===== src/rtl/lstm_seq_ctrl_if.sv =====
// Signal bundle between the LSTM sequencer, the feature stream, the LSTM cell
// and the final-hidden-state consumer. The sequencer takes the slave side.
interface lstm_seq_ctrl_if;
    logic       s_valid;
    logic [7:0] s_data;
    logic       s_last;
    logic       s_ready;
    logic       cell_en;
    logic [7:0] cell_in;
    logic [7:0] cell_prevh;
    logic [7:0] cell_ci;
    logic       cell_cip;
    logic [7:0] cell_hout;
    logic [7:0] cell_cout;
    logic       cell_of;
    logic       h_valid;
    logic [7:0] h_data;
    logic       h_of;
    logic       h_ready;
    logic       busy;

    modport slave (
        input  s_valid, s_data, s_last, cell_hout, cell_cout, cell_of, h_ready,
        output s_ready, cell_en, cell_in, cell_prevh, cell_ci, cell_cip,
               h_valid, h_data, h_of, busy
    );

    modport master (
        output s_valid, s_data, s_last, cell_hout, cell_cout, cell_of, h_ready,
        input  s_ready, cell_en, cell_in, cell_prevh, cell_ci, cell_cip,
               h_valid, h_data, h_of, busy
    );
endinterface


===== src/rtl/lstm_seq_ctrl.sv =====
// Sequencer for the 8-bit LSTM cell: buffers feature samples, issues one per
// timestep, recirculates Hout/Cout and presents the final hidden state.
//
// state   | meaning
// IDLE    | nothing to issue, waiting for a buffered sample
// ISSUE   | pop head, strobe the cell with sample and recurrent state
// WAIT    | let the cell pipeline settle for LAT cycles
// CAPTURE | latch Hout/Cout/Of, pick next step, end or starve
// DONE    | present final hidden state until the consumer accepts it
module lstm_seq_ctrl #(
    parameter int DEPTH = 16,
    parameter int LAT   = 2
) (
    input  logic             clk,
    input  logic             rst,
    lstm_seq_ctrl_if.slave   bus
);
    localparam int AW = $clog2(DEPTH);
    localparam int CW = $clog2(LAT + 1);
    localparam logic [AW:0] FULL_CNT = (AW+1)'(DEPTH);

    localparam logic [2:0] IDLE    = 3'd0;
    localparam logic [2:0] ISSUE   = 3'd1;
    localparam logic [2:0] WAIT    = 3'd2;
    localparam logic [2:0] CAPTURE = 3'd3;
    localparam logic [2:0] DONE    = 3'd4;

    logic [8:0]    mem [DEPTH];
    logic [AW-1:0] wr_ptr, rd_ptr;
    logic [AW:0]   count;
    logic          full, empty, push, pop;
    logic [8:0]    head;

    logic [2:0]    state;
    logic [CW-1:0] wait_cnt;
    logic [7:0]    h_reg, c_reg;
    logic          of_sticky, first_flag, last_reg;
    logic          in_issue, in_done;

    assign full  = (count == FULL_CNT);
    assign empty = (count == '0);
    assign push  = bus.s_valid & ~full;
    assign pop   = in_issue & ~empty;
    assign head  = mem[rd_ptr];

    always_ff @(posedge clk) begin
        if (push) mem[wr_ptr] <= {bus.s_last, bus.s_data};
    end

    always_ff @(posedge clk) begin
        if (rst) begin
            wr_ptr <= '0;
            rd_ptr <= '0;
            count  <= '0;
        end else begin
            if (push) wr_ptr <= wr_ptr + 1'b1;
            if (pop)  rd_ptr <= rd_ptr + 1'b1;
            case ({push, pop})
                2'b10:   count <= count + 1'b1;
                2'b01:   count <= count - 1'b1;
                default: count <= count;
            endcase
        end
    end

    always_ff @(posedge clk) begin
        if (rst) begin
            state      <= IDLE;
            wait_cnt   <= '0;
            h_reg      <= '0;
            c_reg      <= '0;
            of_sticky  <= 1'b0;
            first_flag <= 1'b1;
            last_reg   <= 1'b0;
        end else begin
            case (state)
                IDLE: if (!empty) state <= ISSUE;
                ISSUE: begin
                    last_reg <= head[8];
                    wait_cnt <= CW'(LAT);
                    state    <= WAIT;
                end
                WAIT: begin
                    wait_cnt <= wait_cnt - 1'b1;
                    if (wait_cnt == CW'(1)) state <= CAPTURE;
                end
                CAPTURE: begin
                    h_reg      <= bus.cell_hout;
                    c_reg      <= bus.cell_cout;
                    of_sticky  <= of_sticky | bus.cell_of;
                    first_flag <= 1'b0;
                    // without last and nothing queued, idle but keep the recurrent state
                    if (last_reg)    state <= DONE;
                    else if (!empty) state <= ISSUE;
                    else             state <= IDLE;
                end
                DONE: if (bus.h_ready) begin
                    h_reg      <= '0;
                    c_reg      <= '0;
                    of_sticky  <= 1'b0;
                    first_flag <= 1'b1;
                    state      <= IDLE;
                end
                default: state <= IDLE;
            endcase
        end
    end

    assign in_issue = (state == ISSUE);
    assign in_done  = (state == DONE);

    assign bus.s_ready    = ~full;
    assign bus.cell_en    = in_issue;
    assign bus.cell_in    = in_issue ? head[7:0] : 8'd0;
    assign bus.cell_prevh = in_issue ? h_reg : 8'd0;
    assign bus.cell_ci    = in_issue ? c_reg : 8'd0;
    assign bus.cell_cip   = in_issue & first_flag;
    assign bus.h_valid    = in_done;
    assign bus.h_data     = in_done ? h_reg : 8'd0;
    assign bus.h_of       = in_done & of_sticky;
    assign bus.busy       = (state != IDLE);
endmodule


===== src/flat_wrapper.sv =====
// flat-port wrapper written by rule: the top's interface ports become plain ports
module lstm_seq_ctrl_flat 
#(
    parameter int DEPTH = 16,
    parameter int LAT   = 2
)
  (clk, rst, bus_s_valid, bus_s_data, bus_s_last, bus_cell_hout, bus_cell_cout, bus_cell_of, bus_h_ready, bus_s_ready, bus_cell_en, bus_cell_in, bus_cell_prevh, bus_cell_ci, bus_cell_cip, bus_h_valid, bus_h_data, bus_h_of, bus_busy);
  lstm_seq_ctrl_if bus_i ();
  input  logic clk;
  input  logic rst;
  input wire logic [$bits(bus_i.s_valid)-1:0] bus_s_valid;
  input wire logic [$bits(bus_i.s_data)-1:0] bus_s_data;
  input wire logic [$bits(bus_i.s_last)-1:0] bus_s_last;
  input wire logic [$bits(bus_i.cell_hout)-1:0] bus_cell_hout;
  input wire logic [$bits(bus_i.cell_cout)-1:0] bus_cell_cout;
  input wire logic [$bits(bus_i.cell_of)-1:0] bus_cell_of;
  input wire logic [$bits(bus_i.h_ready)-1:0] bus_h_ready;
  output wire logic [$bits(bus_i.s_ready)-1:0] bus_s_ready;
  output wire logic [$bits(bus_i.cell_en)-1:0] bus_cell_en;
  output wire logic [$bits(bus_i.cell_in)-1:0] bus_cell_in;
  output wire logic [$bits(bus_i.cell_prevh)-1:0] bus_cell_prevh;
  output wire logic [$bits(bus_i.cell_ci)-1:0] bus_cell_ci;
  output wire logic [$bits(bus_i.cell_cip)-1:0] bus_cell_cip;
  output wire logic [$bits(bus_i.h_valid)-1:0] bus_h_valid;
  output wire logic [$bits(bus_i.h_data)-1:0] bus_h_data;
  output wire logic [$bits(bus_i.h_of)-1:0] bus_h_of;
  output wire logic [$bits(bus_i.busy)-1:0] bus_busy;
  assign bus_i.s_valid = bus_s_valid;
  assign bus_i.s_data = bus_s_data;
  assign bus_i.s_last = bus_s_last;
  assign bus_i.cell_hout = bus_cell_hout;
  assign bus_i.cell_cout = bus_cell_cout;
  assign bus_i.cell_of = bus_cell_of;
  assign bus_i.h_ready = bus_h_ready;
  assign bus_s_ready = bus_i.s_ready;
  assign bus_cell_en = bus_i.cell_en;
  assign bus_cell_in = bus_i.cell_in;
  assign bus_cell_prevh = bus_i.cell_prevh;
  assign bus_cell_ci = bus_i.cell_ci;
  assign bus_cell_cip = bus_i.cell_cip;
  assign bus_h_valid = bus_i.h_valid;
  assign bus_h_data = bus_i.h_data;
  assign bus_h_of = bus_i.h_of;
  assign bus_busy = bus_i.busy;
  lstm_seq_ctrl #(.DEPTH(DEPTH), .LAT(LAT)) u_core (.clk(clk), .rst(rst), .bus(bus_i));
endmodule

===== config.mk =====
export PLATFORM = sky130hd
export DESIGN_NAME = lstm_seq_ctrl_flat
export DESIGN_NICKNAME = d
export VERILOG_FILES = /design/src/rtl/lstm_seq_ctrl_if.sv /design/src/rtl/lstm_seq_ctrl.sv /design/src/flat_wrapper.sv
export SDC_FILE = /design/constraint.sdc
export NUM_CORES = 1
export LEC_CHECK = 0
export CORE_ASPECT_RATIO = 1.25
export CORE_MARGIN = 2
export CORE_UTILIZATION = 40
export DETAILED_ROUTE_END_ITERATION = 12
export PLACE_DENSITY = 0.66
export SKIP_LAST_GASP = 1
export SYNTH_ARGS = -nofsm -noshare
export SYNTH_HDL_FRONTEND = slang
export SYNTH_SLANG_ARGS = --single-unit

===== constraint.sdc =====
create_clock -name clk -period 3.1 [get_ports clk]
set_clock_uncertainty 0.05 [all_clocks]
set_input_delay 0.62 -clock clk [delete_from_list [all_inputs] [get_ports clk]]
set_output_delay 0.62 -clock clk [all_outputs]
set_load 0.02 [all_outputs]

==> flow_summary.yaml, run 1 <==
run_status:
  status: "complete, no violations"
cts:
  h-tree-depth: 4
  cts_sinks: 185
  max-clock-path-buffers: 2
  root_buffer: "clkbuf_16"
  ctsHoldBuffers: 0
  cts_tree: "built"
  clkTransAtPathRegs_ns: 0.07
  clkLatencyLatePin_ns: 0.43
  cts_buffers: 17
critical_path:
  crit_type: "reg2out"
  cp.arrival_ns: 2.42
  worstPathMaxFanout: 5
  reg2regPathDepth: 9
  cp-start-kind: "flip-flop"
  cp-end-kind: "output pin"
  required_ns: 2.43
placed_design:
  dp_hpwl_um: 9980
  gp_congestion: 0.791
  numPortBuffers: 67
  pre_cts_slack_ns: 0.0177
timing:
  fin_tns_setup_ns: 0
  period_minus_slack_ns: 3.09
  rsz0062_at_grt: "yes"
  tightest_slew_ns: 0.574
  hold_ws_ns: 0.428
  hold_viol_final: 0
  max-slew-margin-rel_pct: 61.6
  worst_slack_ns: 0.00653
  report.final.slew_viol_count: 0
  period_share_pct: 99.8
  max_freq_ghz: 0.323
  setup_viol: 0
cells_and_area:
  final_cell_mix: "edfxtp_1, clkdlybuf4s50_1, nor2_1"
  n_antenna_cell: 0
  final_net_count: 591
  multi_input_area_um2: 2230
  area_growth_pct: 21.1
  seq_area_um2: 5150
  filler_cell_count: 1546
  layout_commonest_cell: "edfxtp_1"
  final_layout_size_suffix_gt1_share_pct: 19.6
  largest_register_ffs: 144
  utilization_pct: 49.4
power_and_ir_drop:
  combinationalPowerShare_pct: 18.3
  powerDensity_nw_per_um2: 642
  p_clk_share_pct: 33.5
  p_int_mw: 4.41
  total_power_mw: 5.92
  leakagePower_nw: 3.14
  p_seq_share_pct: 48.3
  power.switching_mw: 1.52
  p_sw_share_pct: 25.6
  peakVddDrop_uv: 449
floorplanning:
  core.rowCount: 56
  initial_core_util_pct: 40.8
  fp.coreArea_um2: 18700
  die_h_um: 158
  fp.dieW_um: 128
  dieArea_um2: 20200
  ios: 68
grt:
  grtUsageTotal_pct: 16.1
  antenna_found_initial: 0
  grt_pass1_wl_um: 23900
  grt_overflow: 0
  grt_pass1_vias: 4321
  grt_max_degree: 34
logic_synthesis:
  synthArstFlopShare_pct: 0
  yosysTopAreaCellShare_pct: 56.7
  synth-main-ff-cell: "edfxtp_1"
  ys_seq_elements: 185
  synth_area_leader_cell: "edfxtp_1"
  synth_cells: 455
  syn_nets: 494
  ys_seq_area_share_pct: 67.5
  synth-edff-count: 144
  ys.warnings.count: 0
  ys_top_cells_by_area: "edfxtp_1, dfxtp_1, mux4_2, mux4_1, and2_1"
  synth_area_per_cell_um2: 16.8
  netlist_area_um2: 7630
  synth.distinct_cells: 43
detailed_routing:
  avgRoutedWirePerCell_um: 19.8
  drcViolationCount: 0
  initialDrtViolationCount: 324
  drt-pass1-iter-count: 5
  final_antenna_net_count: 0
  totalWireLength_um: 15800
  dr_total_vias: 4179
  avgViaCountPerCell: 5.24
worst_hold_path:
  min_path_cells: 2
  min_path_type: "reg2reg"
flow_run:
  maxCapViolCount: 0
[power groups by stage]
stage | logic, mW | clock network [mW] | registers, mW
floorplan | 0.752 | 0 | 2.87
global placement | 1.02 | 0 | 2.90
detailed placement | 1.05 | 0 | 2.91
CTS | 1.10 | 2.01 | 2.86
global route | 1.17 | 2.12 | 2.87
finish | 1.08 | 1.98 | 2.86
[cells in the mapped netlist, types with 3 or more instances]
| library cell | count |
|---|---|
| edfxtp_1 | 144 |
| nor2_1 | 52 |
| dfxtp_1 | 41 |
| and2_1 | 34 |
| mux4_2 | 24 |
| mux4_1 | 20 |
| a22oi_1 | 17 |
| nand2_1 | 11 |
| a21oi_1 | 10 |
| clkbuf_1 | 10 |
| buf_2 | 9 |
| ha_1 | 9 |
| inv_1 | 8 |
| xor2_1 | 8 |
| mux2i_1 | 7 |
| nor3_1 | 7 |
| buf_6 | 4 |
| nand2b_1 | 4 |
| o21ai_0 | 4 |
| xnor2_1 | 3 |
[what timing repair did]
action	CTS	global route
cloned	1	0
buffers inserted	4	3
setup endpoints to repair	18	7
resized for setup	38	9
[layout make-up]
| cell class | count | area share, % |
|---|---|---|
| flip-flops and latches | 185 | 55.8 |
| well taps | 232 | 3.14 |
| inverters | 9 | 0.420 |
| clock buffers | 22 | 5.15 |
| multi-input cells | 233 | 24.1 |
| repair buffers | 106 | 10.7 |
| clock inverters | 10 | 0.732 |
[per-layer routing]
layer / global-route usage, % / vias up / part of all wire, %
li1: - / 1940 / -
met1: 19.6 / 2090 / 42
met2: 28.0 / 133 / 50
met3: 3.86 / 16 / 5.5
met4: 6.17 / 0 / 1.8
met5: 0 / - / 0
[cells by family after synthesis]
| logic type | count (synthesis) | share of synthesized area (%) |
|---|---|---|
| flip-flops | 185 | 67.5 |
| AND/OR/NAND/NOR | 120 | 8.15 |
| multiplexers | 52 | 15.0 |
| AO/OA/AOI/OAI | 41 | 3.59 |
| buffers and inverters | 37 | 3.00 |
| XOR/XNOR | 11 | 1.26 |
| adder cells (fa/ha/maj) | 9 | 1.48 |
[critical path: stages, from the launching register on]
cell and delay (ns):
dfxtp_4 0.39, buf_4 0.12, buf_8 0.11, mux4_1 0.53
mux4_2 0.50, and2_1 0.18, buf_2 0.15
[final timing paths]
path / end / startpoint / slack, ns
worst max-delay path: bus_cell_in[5] / flip-flop / 0.007
worst min-delay path: u_core.first_flag / u_core.first_flag / 0.43
worst max register to register: u_core.count[4] / u_core.state[0] / 0.30
worst min register to register: u_core.first_flag / u_core.first_flag / 0.43
[metrics by stage]
step	instance area, um^2	std cells
floorplan	7630	455
global placement	8660	758
detailed placement	8660	758
CTS	9260	795
global route	9240	797
finish	9240	797
Power figures use the tool's default switching activity.
==> run 2: changes to the inputs <==
--- a/config.mk
+++ b/config.mk
@@ -7,9 +7,9 @@
 export LEC_CHECK = 0
 export CORE_ASPECT_RATIO = 1.25
 export CORE_MARGIN = 2
-export CORE_UTILIZATION = 40
+export CORE_UTILIZATION = 55
 export DETAILED_ROUTE_END_ITERATION = 12
-export PLACE_DENSITY = 0.66
+export PLACE_DENSITY = 0.84
 export SKIP_LAST_GASP = 1
 export SYNTH_ARGS = -nofsm -noshare
 export SYNTH_HDL_FRONTEND = slang
==> run 2 against run 1 <==
Against the previous run: the flow now finishes with violations (setup timing); first-iteration DRC count grew 6.5%; non-clock buffer count did not move; critical endpoint is now bus_cell_in[3]; sequential cell count unchanged; critical path type unchanged; core utilization up 18 points; register-to-register slack lost 0.02 ns; critical path depth unchanged; die area shrank 27%; global-route usage rose by 7.3 points; setup slack lost 0.081 ns; final cell count fell by 7.2%; largest power group unchanged; power increased by 1.6%.
==> flow_summary.yaml, run 2 (synthesized netlist as in run 1, its figures left out) <==
cells_and_area:
  filler_cell_count: 900
  n_antenna_cell: 0
  area_growth_pct: 20.8
  final_net_count: 591
  layout_commonest_cell: "edfxtp_1"
  largest_register_ffs: 144
  final_cell_mix: "edfxtp_1, clkdlybuf4s50_1, nor2_1"
  fin_area_um2: 9210
  final_layout_size_suffix_gt1_share_pct: 19.8
timing:
  fin_tns_setup_ns: -0.0748
  max-slew-margin-rel_pct: 41.6
  max_freq_ghz: 0.315
  report.final.slew_viol_count: 0
  worst_slack_ns: -0.0748
  period_minus_slack_ns: 3.17
  tightest_slew_ns: 0.874
  rsz0062_at_grt: "yes"
  period_share_pct: 102
  hold_viol_final: 0
  setup_viol: 1
placed_design:
  placed_area_um2: 8600
  numPortBuffers: 67
  gp_congestion: 0.904
  dp_hpwl_um: 9760
power_and_ir_drop:
  p_int_mw: 4.44
  p_clk_share_pct: 34.7
  p_seq_share_pct: 47.6
  total_power_mw: 6.02
  leakagePower_nw: 3.15
  power.switching_mw: 1.59
  powerDensity_nw_per_um2: 654
  combinationalPowerShare_pct: 17.8
  peakVddDrop_uv: 417
  p_sw_share_pct: 26.3
critical_path:
  regToRegStartpoint: "u_core.state[0]"
  r2r-end: "u_core.count[4]"
  required_ns: 2.43
  cp.arrival_ns: 2.50
  cp-start-kind: "flip-flop"
  reg2reg_slack_ns: 0.28
  crit_end: "bus_cell_in[3]"
  reg2regPathDepth: 9
  worstPathMaxFanout: 8
  cp-end-kind: "output pin"
  crit_type: "reg2out"
detailed_routing:
  initialDrtViolationCount: 345
  avgViaCountPerCell: 5.92
  avgRoutedWirePerCell_um: 22.5
  totalWireLength_um: 16600
  drcViolationCount: 0
  drt-pass1-iter-count: 6
  dr_total_vias: 4379
  final_antenna_net_count: 0
floorplanning:
  fp.dieW_um: 109
  die_h_um: 136
  fp.coreArea_um2: 13700
  core.rowCount: 48
  initial_core_util_pct: 55.7
  dieArea_um2: 14800
  ios: 68
cts:
  cts_buffers: 17
  cts_tree: "built"
  root_buffer: "clkbuf_16"
  cts_sinks: 185
  clkTransAtPathRegs_ns: 0.07
  clkLatencyLatePin_ns: 0.43
  max-clock-path-buffers: 2
  h-tree-depth: 4
grt:
  grt_max_degree: 34
  grt_pass1_vias: 4389
  antenna_found_initial: 0
  grtUsageTotal_pct: 23.4
  grt_pass1_wl_um: 24900
  grt_overflow: 0
run_status:
  status: "finished, violations left"
  violations: "setup timing"
worst_hold_path:
  min_path_type: "reg2reg"
  min_path_cells: 2
flow_run:
  maxCapViolCount: 0
[run 2: cell count changes in the layout (fill, tap and decap cells not counted), moves of 2 or more]
cell and delta:
buf_2 -3, buf_4 +3, clkbuf_1 -2, clkinv_2 -2, clkinvlp_4 +2, inv_8 +2, mux4_1 +2, mux4_2 -2
[run 2: what timing repair did]
item | 4_1_cts | 5_1_grt
gates resized for setup | 41 | 5
setup endpoints to repair | 16 | 6
buffers inserted | 3 | 4
cloned | 2 | 0
hold buffers | 0 | 0
[run 2: worst max-delay path, stage by stage (launching register included)]
cell	delay [ns]
dfxtp_4	0.43
buf_8	0.15
buf_4	0.12
mux4_1	0.59
mux4_2	0.47
and2_1	0.16
buf_2	0.15
[run 2: power groups by stage]
stage | Sequential [mW] | Combinational (mW) | Clock, mW
after detailed placement | 2.91 | 1.03 | 0
final | 2.86 | 1.07 | 2.09
after CTS | 2.86 | 1.10 | 2.11
after floorplan | 2.87 | 0.752 | 0
after global routing | 2.87 | 1.16 | 2.19
after global placement | 2.90 | 0.996 | 0
[run 2: per-stage QoR]
step	util, %	cells	hold slack [ns]	setup WS (ns)
CTS	67.5	738	0.415	-0.0825
global route	67.3	740	0.464	-0.130
finish	67.3	740	0.413	-0.0748
global placement	62.8	701	0.407	0.114
floorplan	-	455	0.385	0.346
detailed placement	62.8	701	0.403	-0.0340
[run 2: final cells by class]
type                            count  area, um^2  area share, %
Tap cell                          175         219           2.38
Multi-Input combinational cell    233        2240           24.3
Sequential cell                   185        5150           55.9
Timing Repair Buffer              106         992           10.8
Clock buffer                       18         429           4.66
Inverter                            9        38.8          0.421
Clock inverter                     14         145           1.58
[run 2: worst min path at each step]
| stage | startpoint | endpoint | slack, ns |
|---|---|---|---|
| 6_report | u_core.first_flag | u_core.first_flag | 0.41 |
| 5_1_grt | u_core.first_flag | u_core.first_flag | 0.46 |
| 4_1_cts | u_core.first_flag | u_core.first_flag | 0.42 |
| 3_5_place_dp | u_core.first_flag | u_core.first_flag | 0.40 |
| 3_3_place_gp | u_core.first_flag | u_core.first_flag | 0.41 |
| 2_1_floorplan | u_core.first_flag | u_core.first_flag | 0.38 |
[run 2: layer usage]
metal | global-route usage [%] | wire, um | vias up
li1 | - | - | 1950
met1 | 28.4 | 6210 | 2178
met2 | 41.8 | 8920 | 220
met3 | 4.47 | 1160 | 31
met4 | 7.67 | 343 | 0
met5 | 0 | 0 | -
==> run 3: changes to the inputs <==
==> constraint.sdc (replaced) <==
create_clock -name clk -period 4 [get_ports clk]
set_clock_uncertainty 0.05 [all_clocks]
set_input_delay 0.8 -clock clk [delete_from_list [all_inputs] [get_ports clk]]
set_output_delay 0.8 -clock clk [all_outputs]
set_load 0.02 [all_outputs]
==> run 3 against run 2 <==
Against the previous run: the flow now finishes without violations; via count down 2.6%; highest routed layer unchanged; critical path type unchanged; sequential power is 23% lower; first-iteration DRC count is 7.8% lower; hold slack hardly changed.
==> flow_summary.yaml, run 3 (synthesized netlist as in run 1, its figures left out) <==
timing:
  fin_tns_setup_ns: 0
  period_minus_slack_ns: 3.71
  period_share_pct: 92.8
  max-slew-margin-rel_pct: 19.6
  max_freq_ghz: 0.270
  tightest_slew_ns: 1.21
  rsz0062_at_grt: "no"
  hold_viol_final: 0
  setup_viol: 0
  hold_ws_ns: 0.412
  report.final.slew_viol_count: 0
cts:
  cts_tree: "built"
  h-tree-depth: 4
  cts_buffers: 17
  cts_sinks: 185
  clkLatencyLatePin_ns: 0.42
  cts_resized: 0
  ctsHoldBuffers: 0
  root_buffer: "clkbuf_16"
  clkTransAtPathRegs_ns: 0.07
  max-clock-path-buffers: 2
  postCtsSetupBuffers: 0
power_and_ir_drop:
  peakVddDrop_uv: 294
  powerDensity_nw_per_um2: 507
  p_int_mw: 3.45
  p_seq_share_pct: 48.1
  leakagePower_nw: 3.06
  power.switching_mw: 1.15
  p_clk_share_pct: 35.0
  p_sw_share_pct: 25.0
  combinationalPowerShare_pct: 16.9
cells_and_area:
  final_cell_mix: "edfxtp_1, clkdlybuf4s50_1, nor2_1"
  largest_register_ffs: 144
  area_growth_pct: 19.1
  final_layout_size_suffix_gt1_share_pct: 15.1
  n_antenna_cell: 0
  layout_commonest_cell: "edfxtp_1"
  final_net_count: 574
detailed_routing:
  drt-pass1-iter-count: 5
  final_antenna_net_count: 0
  avgViaCountPerCell: 5.90
  drcViolationCount: 0
  initialDrtViolationCount: 318
  dr_total_vias: 4267
  totalWireLength_um: 15700
  avgRoutedWirePerCell_um: 21.7
placed_design:
  dp_hpwl_um: 9650
  numPortBuffers: 67
  gp_congestion: 0.780
critical_path:
  cp-start-kind: "flip-flop"
  required_ns: 3.15
  worstPathMaxFanout: 36
  cp.arrival_ns: 2.86
  crit_type: "reg2out"
  cp-end-kind: "output pin"
floorplanning:
  fp.dieW_um: 109
  dieArea_um2: 14800
  ios: 68
  initial_core_util_pct: 55.7
  fp.coreArea_um2: 13700
  die_h_um: 136
  core.rowCount: 48
flow_run:
  maxCapViolCount: 0
grt:
  grt_overflow: 0
  antenna_found_initial: 0
  grt_max_degree: 37
  grt.met1_usage_pct: 27.8
  grt_pass1_wl_um: 23900
  grt_pass1_vias: 4413
  top_usage_layer: "met2"
  met2_usage_pct: 39.1
  grtUsageTotal_pct: 22.5
  met3_usage_pct: 5.34
worst_hold_path:
  min_path_type: "reg2reg"
run_status:
  status: "complete, no violations"
-- run 3: stage by stage --
stage | worst slack (ns) | instances | instance area, um^2 | util, % | power, mW
after global routing | 0.182 | 723 | 9080 | 66.3 | 4.77
after CTS | 0.265 | 723 | 9080 | 66.3 | 4.63
after detailed placement | 0.733 | 691 | 8500 | 62.1 | 3.03
final | 0.290 | 723 | 9080 | 66.3 | 4.60
after global placement | 0.773 | 691 | 8500 | 62.1 | 3.00
after floorplan | 1.24 | 455 | 7630 | - | 2.81
-- run 3: worst max-delay path: stages (launching register included) --
cell	delay, ns
dfxtp_2	0.34
buf_12	0.26
mux4_1	0.62
mux4_2	0.48
and2_1	0.17
clkdlybuf4s50_1	0.53
-- run 3: power by group through the flow --
stage / Sequential (mW) / Clock (mW) / Combinational, mW
detailed placement: 2.25 / 0 / 0.780
CTS: 2.21 / 1.63 / 0.785
floorplan: 2.23 / 0 / 0.583
global route: 2.22 / 1.70 / 0.846
global placement: 2.24 / 0 / 0.751
finish: 2.21 / 1.61 / 0.778
-- run 3: per-layer routing --
| layer | up-vias | wire length (um) |
|---|---|---|
| met2 | 177 | 8450 |
| li1 | 1920 | - |
| met4 | 0 | 257 |
| met3 | 25 | 898 |
| met1 | 2145 | 6080 |
| met5 | - | 0 |
-- run 3: path summary, 6_finish.rpt --
| check | from | to | slack, ns | cells after the start |
|---|---|---|---|---|
| hold reg to reg | u_core.first_flag | u_core.first_flag | 0.41 | 2 |
| setup reg to reg | u_core.state[0] | u_core.count[4] | 0.90 | 9 |
| setup / recovery | flip-flop | bus_cell_in[6] | 0.29 | 5 |
| hold / removal | u_core.first_flag | u_core.first_flag | 0.41 | 2 |
-- run 3: cell type report --
cell class | instances | area, um^2
sequential | 185 | 5150
timing repair buffer | 89 | 848
clock buffer | 18 | 429
fill | 903 | 4610
tap | 175 | 219
clock inverter | 14 | 150
multi-input combinational | 233 | 2250
inverter | 9 | 35.0
